==> src/rtl/eight_displays_pkg.sv <==
// Shared types and constants for the eight-digit BCD push-button counter.
package eight_displays_pkg;

  localparam int NUM_DIGITS = 8;
  localparam int BCD_W      = 4;
  localparam logic [BCD_W-1:0] BCD_MAX = 4'd9;

  typedef logic [BCD_W-1:0] bcd_t;

  function automatic bcd_t bcd_inc(input bcd_t d);
    return (d == BCD_MAX) ? bcd_t'(0) : bcd_t'(d + 4'd1);
  endfunction

endpackage

==> src/rtl/eight_displays_debouncer.sv <==
// Button synchroniser plus debouncer: a level must persist DEBOUNCE_CYCLES
// synchronised cycles before it is accepted; press_o pulses on 1->0 acceptance.
module button_debouncer #(
  parameter int DEBOUNCE_CYCLES = 4,
  parameter int SYNC_STAGES     = 2
) (
  input  logic ck,
  input  logic reset,
  input  logic btn_i,
  output logic press_o,
  output logic stable_o
);

  localparam int CNT_W = 16;
  localparam logic [CNT_W-1:0] CNT_TC = CNT_W'(DEBOUNCE_CYCLES - 1);

  if (SYNC_STAGES < 2) begin : g_bad_sync
    $error("button_debouncer: SYNC_STAGES must be at least 2");
  end
  if (DEBOUNCE_CYCLES < 1 || DEBOUNCE_CYCLES > 65535) begin : g_bad_deb
    $error("button_debouncer: DEBOUNCE_CYCLES must be 1..65535");
  end

  logic [SYNC_STAGES-1:0] sync_q;
  logic [CNT_W-1:0]       cnt_q, cnt_d;
  logic                   stable_q, stable_d;
  logic                   s;
  logic                   accept;

  assign s = sync_q[SYNC_STAGES-1];

  always_ff @(posedge ck or negedge reset) begin
    if (!reset) begin
      sync_q   <= '1;
      cnt_q    <= '0;
      stable_q <= 1'b1;
    end else begin
      sync_q   <= {sync_q[SYNC_STAGES-2:0], btn_i};
      cnt_q    <= cnt_d;
      stable_q <= stable_d;
    end
  end

  // Any return to the accepted level restarts the qualification window.
  assign accept = (s != stable_q) && (cnt_q == CNT_TC);

  always_comb begin
    cnt_d    = cnt_q;
    stable_d = stable_q;
    if (s == stable_q) begin
      cnt_d = '0;
    end else if (accept) begin
      stable_d = s;
      cnt_d    = '0;
    end else begin
      cnt_d = cnt_q + 1'b1;
    end
  end

  // Combinational so the counter advances on the same edge stable flips.
  assign press_o  = accept & ~s;
  assign stable_o = stable_q;

endmodule

==> src/rtl/eight_displays.sv <==
// Debounced active-low push button driving an eight-digit BCD event counter,
// one digit per seven-segment display.
module eight_displays
  import eight_displays_pkg::*;
#(
  parameter int DEBOUNCE_CYCLES = 4,
  parameter int SYNC_STAGES     = 2
) (
  input  logic             ck,
  input  logic             reset,
  input  logic             add1,
  output logic [BCD_W-1:0] seg0,
  output logic [BCD_W-1:0] seg1,
  output logic [BCD_W-1:0] seg2,
  output logic [BCD_W-1:0] seg3,
  output logic [BCD_W-1:0] seg4,
  output logic [BCD_W-1:0] seg5,
  output logic [BCD_W-1:0] seg6,
  output logic [BCD_W-1:0] seg7
);

  logic                        press_w;
  logic                        stable_w;
  logic [NUM_DIGITS:0]         carry_w;
  logic [NUM_DIGITS*BCD_W-1:0] digits_w;

  button_debouncer #(
    .DEBOUNCE_CYCLES(DEBOUNCE_CYCLES),
    .SYNC_STAGES    (SYNC_STAGES)
  ) u_debouncer (
    .ck      (ck),
    .reset   (reset),
    .btn_i   (add1),
    .press_o (press_w),
    .stable_o(stable_w)
  );

  // A press can only be accepted from the released level.
  assign carry_w[0] = press_w & stable_w;

  for (genvar g = 0; g < NUM_DIGITS; g++) begin : g_digit
    bcd_t dig_q;

    always_ff @(posedge ck or negedge reset) begin
      if (!reset) dig_q <= '0;
      else if (carry_w[g]) dig_q <= bcd_inc(dig_q);
    end

    assign carry_w[g+1]                 = carry_w[g] && (dig_q == BCD_MAX);
    assign digits_w[g*BCD_W +: BCD_W]   = dig_q;
  end

  assign seg0 = digits_w[0*BCD_W +: BCD_W];
  assign seg1 = digits_w[1*BCD_W +: BCD_W];
  assign seg2 = digits_w[2*BCD_W +: BCD_W];
  assign seg3 = digits_w[3*BCD_W +: BCD_W];
  assign seg4 = digits_w[4*BCD_W +: BCD_W];
  assign seg5 = digits_w[5*BCD_W +: BCD_W];
  assign seg6 = digits_w[6*BCD_W +: BCD_W];
  assign seg7 = digits_w[7*BCD_W +: BCD_W];

endmodule

==> config.mk <==
export PLATFORM = sky130hd
export DESIGN_NAME = eight_displays
export DESIGN_NICKNAME = d
export VERILOG_FILES = /design/src/rtl/eight_displays_pkg.sv /design/src/rtl/eight_displays_debouncer.sv /design/src/rtl/eight_displays.sv
export SDC_FILE = /design/constraint.sdc
export NUM_CORES = 1
export LEC_CHECK = 0
export BUFFER_PORTS_ARGS = -buffer_cell sky130_fd_sc_hd__buf_4
export CELL_PAD_IN_SITES_DETAIL_PLACEMENT = 0
export CELL_PAD_IN_SITES_GLOBAL_PLACEMENT = 1
export CORE_MARGIN = 5
export CORE_UTILIZATION = 48
export CTS_CLUSTER_SIZE = 25
export DETAILED_ROUTE_END_ITERATION = 12
export PLACE_DENSITY_LB_ADDON = 0.1
export SETUP_SLACK_MARGIN = 0.4
export SLEW_MARGIN = 20
export SYNTH_ARGS = -nofsm -noshare
export SYNTH_HDL_FRONTEND = slang
export SYNTH_SLANG_ARGS = --single-unit
==> constraint.sdc <==
create_clock -name ck -period 4.3 [get_ports ck]
set_clock_uncertainty 0.15 [all_clocks]
set_input_delay 0.43 -clock ck [delete_from_list [all_inputs] [get_ports ck]]
set_output_delay 0.43 -clock ck [all_outputs]
set_load 0.02 [all_outputs]
; Word level (Yosys, flattened, before mapping)
; Cells that the tools add are included.
[totals]
ff_bits = 51
elab_cells = 54
[classes]
n_addsub = 9
eq_ne = 11
muxes = 10
n_bitwise = 4
reduce_logical = 9
[op_table]
columns = cell, n
row1 = "4-bit by 1-bit adder with 4-bit output, second input constant", 8
row2 = "4-bit equality test, second input constant", 8
row3 = 16-bit two-way mux, 2
row4 = 4-bit two-way mux, 8
row5 = "16-bit by 1-bit adder with 16-bit output, second input constant", 1
row6 = "16-bit by 2-bit equality test with 1-bit output, second input constant", 1
row7 = 1-bit logical AND, 8
row8 = 1-bit AND, 2
row9 = 1-bit NOT, 2
row10 = 2-bit AND reduction, 1
row11 = 1-bit equality test, 1
row12 = 1-bit != test, 1

; Logic depth before layout (Yosys ltp)
[logic_depth]
ltp_word = 11
depth_mapped = 8
ltp_nobuf = 5

; Modules after synthesis
; A second synthesis with hierarchy kept.
[hier_totals]
cells_unflattened = 248
hier_area_um2 = 2637.5
[modules_own_cells]
columns = mod, instances, cells_per_inst, area_per_inst_um2, seq_area_each_um2
row1 = eight_displays, 1, 161, 1685.4, 800.8
row2 = button_debouncer, 1, 87, 952.2, 479.2

; Least setup slack after synthesis
; Ideal clock, no wire load.
[synth_timing]
path_type = register to register
start = register u_debouncer.cnt_q[0]
end = register g_digit[6].dig_q[1], in the netlist seg6[1]
t_arrival_ps = 2406
slack_ps = 1619
stages_incl_launch_ff = 8
path_buffers = 2
cell_sequence = dfrtp_1 -> ha_1 -> or4b_1 -> buf_2 -> or4_4 -> buf_6 -> nor3_1 -> mux2_2
[synth_via]
elab_chain_cells = 10
[synth_lines]
columns = item, line_no
row1 = start: declaration, eight_displays_debouncer.sv:25  ; logic [CNT_W-1:0] cnt_q, cnt_d;
row2 = start signal: assignment, eight_displays_debouncer.sv:39  ; cnt_q <= cnt_d;
row3 = 16-bit by 2-bit equality test with 1-bit output, eight_displays_debouncer.sv:45  ; assign accept = (s != stable_q) && (cnt_q == CNT_TC);
row4 = 1-bit logical AND, eight_displays_debouncer.sv:45
row5 = 1-bit AND, eight_displays_debouncer.sv:61  ; assign press_o = accept & ~s;
row6 = 1-bit AND, eight_displays.sv:39  ; assign carry_w[0] = press_w & stable_w;
row7 = 1-bit logical AND (6 in a row), eight_displays.sv:49  ; assign carry_w[g+1] = carry_w[g] && (dig_q == BCD_MAX);
row8 = end signal: assignment, eight_displays.sv:46  ; else if (carry_w[g]) dig_q <= bcd_inc(dig_q);
row9 = end: declaration, eight_displays.sv:42  ; bcd_t dig_q;
; Every way passes these cells.
; A chain may end at the register's enable or synchronous reset.

; Worst setup path in the final report
[layout_timing]
start = register u_debouncer.cnt_q[14]
end = register g_digit[6].dig_q[3], in the netlist seg6[3]
; Same word-level chain as after synthesis.

==> run_results.csv <==
group,metric,value,unit
die,start_util,49.64,%
setup_path,crit_type,"reg2reg",
timing,max_freq,346.8,MHz
cells_and_area,final_area,3158,µm²
pwr,power_density,327.6,nW/µm²
setup_path,max_stage_delay,0.86,ns
yosys,synth_cell_types,47,
place,place.gp.congestion,0.7451,
setup_path,crit_buf_inv,0,
global_routing,grt.overflow.total,0,
timing,max_slew.worst_pin.slew,0.9508,ns
cts,cts-root-buf,"clkbuf_8",
yosys,synth_nets,274,
die,row_count,27,
routing,vias_per_cell,5.717,
global_routing,grt_pass1_vias,2031,
routing,wl,5.633,mm
timing,rsz0062_at_grt,"false",
global_routing,globalRouteMet2Util,25.85,%
timing,period_needed,2.884,ns
setup_path,cp.arrival,2.92,ns
setup_path,cp_top_family,"simple AND/OR/NAND/NOR gates",
timing,finalCritPeriodShare,67.07,%
cells_and_area,regArea,1280,µm²
cts,post_cts_resized,0,
cells_and_area,n_antenna_cell,0,
pwr,p_leak,1.363,nW
timing,relSlewSlack,36.08,%
cells_and_area,synthToLayoutAreaGrowth,14.83,%
yosys,yosysSeqAreaShare,46.54,%
cells_and_area,final_util,57.00,%
setup_path,cp-start-kind,"flip-flop",
cells_and_area,fillers,516,
yosys,synth_area,2750,µm²
setup_path,cp.required,4.34,ns
pwr,finalPower,1.035,mW
cts,holdBufCountCts,0,
cts,cts_setup_buffers,0,
routing,first_iter_violations,77,
min_path,hp-class,"in2async",
cells_and_area,drive_gt1_share,20.46,%
cts,cts_sinks,51,
yosys,syn_inst,270,
cells_and_area,multi_input_area,1378,µm²
setup_path,path_cells,"or4_1, or4_1, o41a_1, a211o_1",
yosys,synth_seq_cells,51,
setup_path,critPathSlowestCell,"or4_1",
yosys,syn_area_per_cell,10.19,µm²
outcome,outcome,"complete, but fails checks",
place,hpwl,3.972,mm
die,dieArea,7344,µm²
routing,num_vias,2144,
setup_path,cp-end-kind,"flip-flop",
cts,clock_latency,0.31,ns
flow_run,max-cap-violations,0,
timing,timing.hold.ws,-0.02080,ns
global_routing,met1_usage,22.30,%
timing,report.final.slew_viol_count,0,
routing,wire_per_inst,15.02,µm
global_routing,use_met3,2.978,%
cts,clock_path_buffers,2,
timing,setup_viol_count_final,0,
yosys,synth_edf_count,0,
setup_path,critPathMaxFanout,14,
die,die_h,85.70,µm
yosys,async_flop_share,100.0,%
global_routing,top_usage_layer,"met2",
cts,numCtsBuffers,5,
pwr,ir_drop,0.0002239,V
place,place_area,3042,µm²
routing,drc,0,
die,coreArea,5540,µm²
timing,tns,0,ns
cts,cts_tree,"yes",
yosys,synthFlopType,"dfrtp_1",
cells_and_area,layout_commonest_cell,"dfrtp_1",
place,io_buffers,34,
routing,drt_pass1_iterations,4,
cts,clk_pin_slew,0.10,ns
die,ios,35,
global_routing,grt_max_degree,52,
outcome,failed_checks,"hold timing",
global_routing,grt_usage,16.15,%
cells_and_area,layout_common_cells,"dfrtp_1 (48), buf_4 (34), nor2_1 (26)",
die,die_width,85.70,µm
yosys,yosys_warnings,0,
cells_and_area,finalNetCount,306,
cts,htree_levels,2,
setup_path,path_common_cell,"or4_1",
timing,finalHoldViolCount,12,
global_routing,antenna_found_initial,0,
global_routing,grt_pass1_wl,9.666,mm
routing,detail-route-antenna-nets,0,
==> worst register-to-register path, delay by kind of cell, from the launching register on <==
family	cells	cell delay, ns
compound gates	2	0.69
flops	1	0.42
simple gates	2	1.51
==> flip-flops by register name, indices dropped and copies added (netlist names) <==
register,cells
u_debouncer.stable_o,1
seg1,4
u_debouncer.sync_q,2
seg7,4
seg5,4
seg6,4
seg3,4
seg2,4
u_debouncer.cnt_q,16
seg0,4
seg4,4
==> metal layers <==
layer	part of all wire [%]	vias to the layer above	wire length, µm
met4	1.5	0	85
li1	-	1047	-
met2	48	40	2681
met5	0	-	0
met3	4.3	8	240
met1	47	1049	2626
==> cell usage after synthesis, types with 3 or more instances <==
cell type | number | share of area [%]
or4_1 | 9 | 2.5
nand3_1 | 17 | 3.1
nor4_1 | 8 | 1.8
buf_2 | 4 | 0.73
nand4_1 | 13 | 3.0
mux2_2 | 7 | 2.9
dfstp_2 | 3 | 2.9
nor2b_1 | 6 | 1.4
inv_1 | 12 | 1.6
a21oi_1 | 3 | 0.55
nor3_1 | 9 | 1.6
dfrtp_1 | 48 | 44
and2_1 | 3 | 0.68
nand3b_1 | 3 | 0.82
xnor2_1 | 20 | 6.4
or3_1 | 3 | 0.68
nand2_1 | 14 | 1.9
xor2_1 | 11 | 3.5
nor2_1 | 26 | 3.5
nor4_2 | 6 | 2.7
nor3b_1 | 4 | 1.1
o31ai_1 | 3 | 0.82
o21ai_0 | 6 | 1.1
==> logic make-up after synthesis <==
kind of cell | count (synthesis) | share of synthesized area (%)
XOR/XNOR | 31 | 9.873
AO/OA/AOI/OAI | 24 | 6.233
multiplexers | 8 | 3.230
buffers and inverters | 21 | 3.594
flip-flops | 51 | 46.54
AND/OR/NAND/NOR | 134 | 30.07
adder cells (fa/ha/maj) | 1 | 0.4549
==> final cells by class <==
class | count | share of cell area (%)
clock inverter | 2 | 1.189
clock buffer | 6 | 2.298
multi-input combinational | 198 | 43.62
tap | 72 | 2.853
timing repair buffer | 34 | 8.082
inverter | 12 | 1.426
sequential | 51 | 40.53
==> through the flow <==
step / hold WS [ns] / cells / worst slack (ns)
finish: -0.02080 / 375 / 1.416
global route: 0.05659 / 375 / 1.276
CTS: 0.008728 / 375 / 1.423
detailed placement: 0.1995 / 367 / 1.430
global placement: 0.1995 / 367 / 1.476
floorplan: -0.01559 / 270 / 1.619
==> worst paths after layout <==
kind                                            startpoint                              end  slack (ns)  depth (start not counted)
setup / recovery           u_debouncer.cnt_q[14]$_DFF_PN0_              seg6[3]$_DFFE_PN0P_        1.42                          4
hold / removal                                       reset              seg3[3]$_DFFE_PN0N_       -0.02                          1
setup reg to reg           u_debouncer.cnt_q[14]$_DFF_PN0_              seg6[3]$_DFFE_PN0P_        1.42                          4
hold reg to reg            u_debouncer.sync_q[0]$_DFF_PN1_  u_debouncer.sync_q[1]$_DFF_PN1_        0.21                          0
max in group asynchronous                            reset              seg6[1]$_DFFE_PN0P_        3.57                          1
min in group ck                                       add1  u_debouncer.sync_q[0]$_DFF_PN1_        0.07                          1
==> power breakdown <==
group	switching (mW)	internal, mW	total [mW]
combinational	0.103	0.0533	0.157
sequential	0.0335	0.511	0.545
clock	0.159	0.174	0.333
No activity file was read; power rests on OpenSTA's default activity.
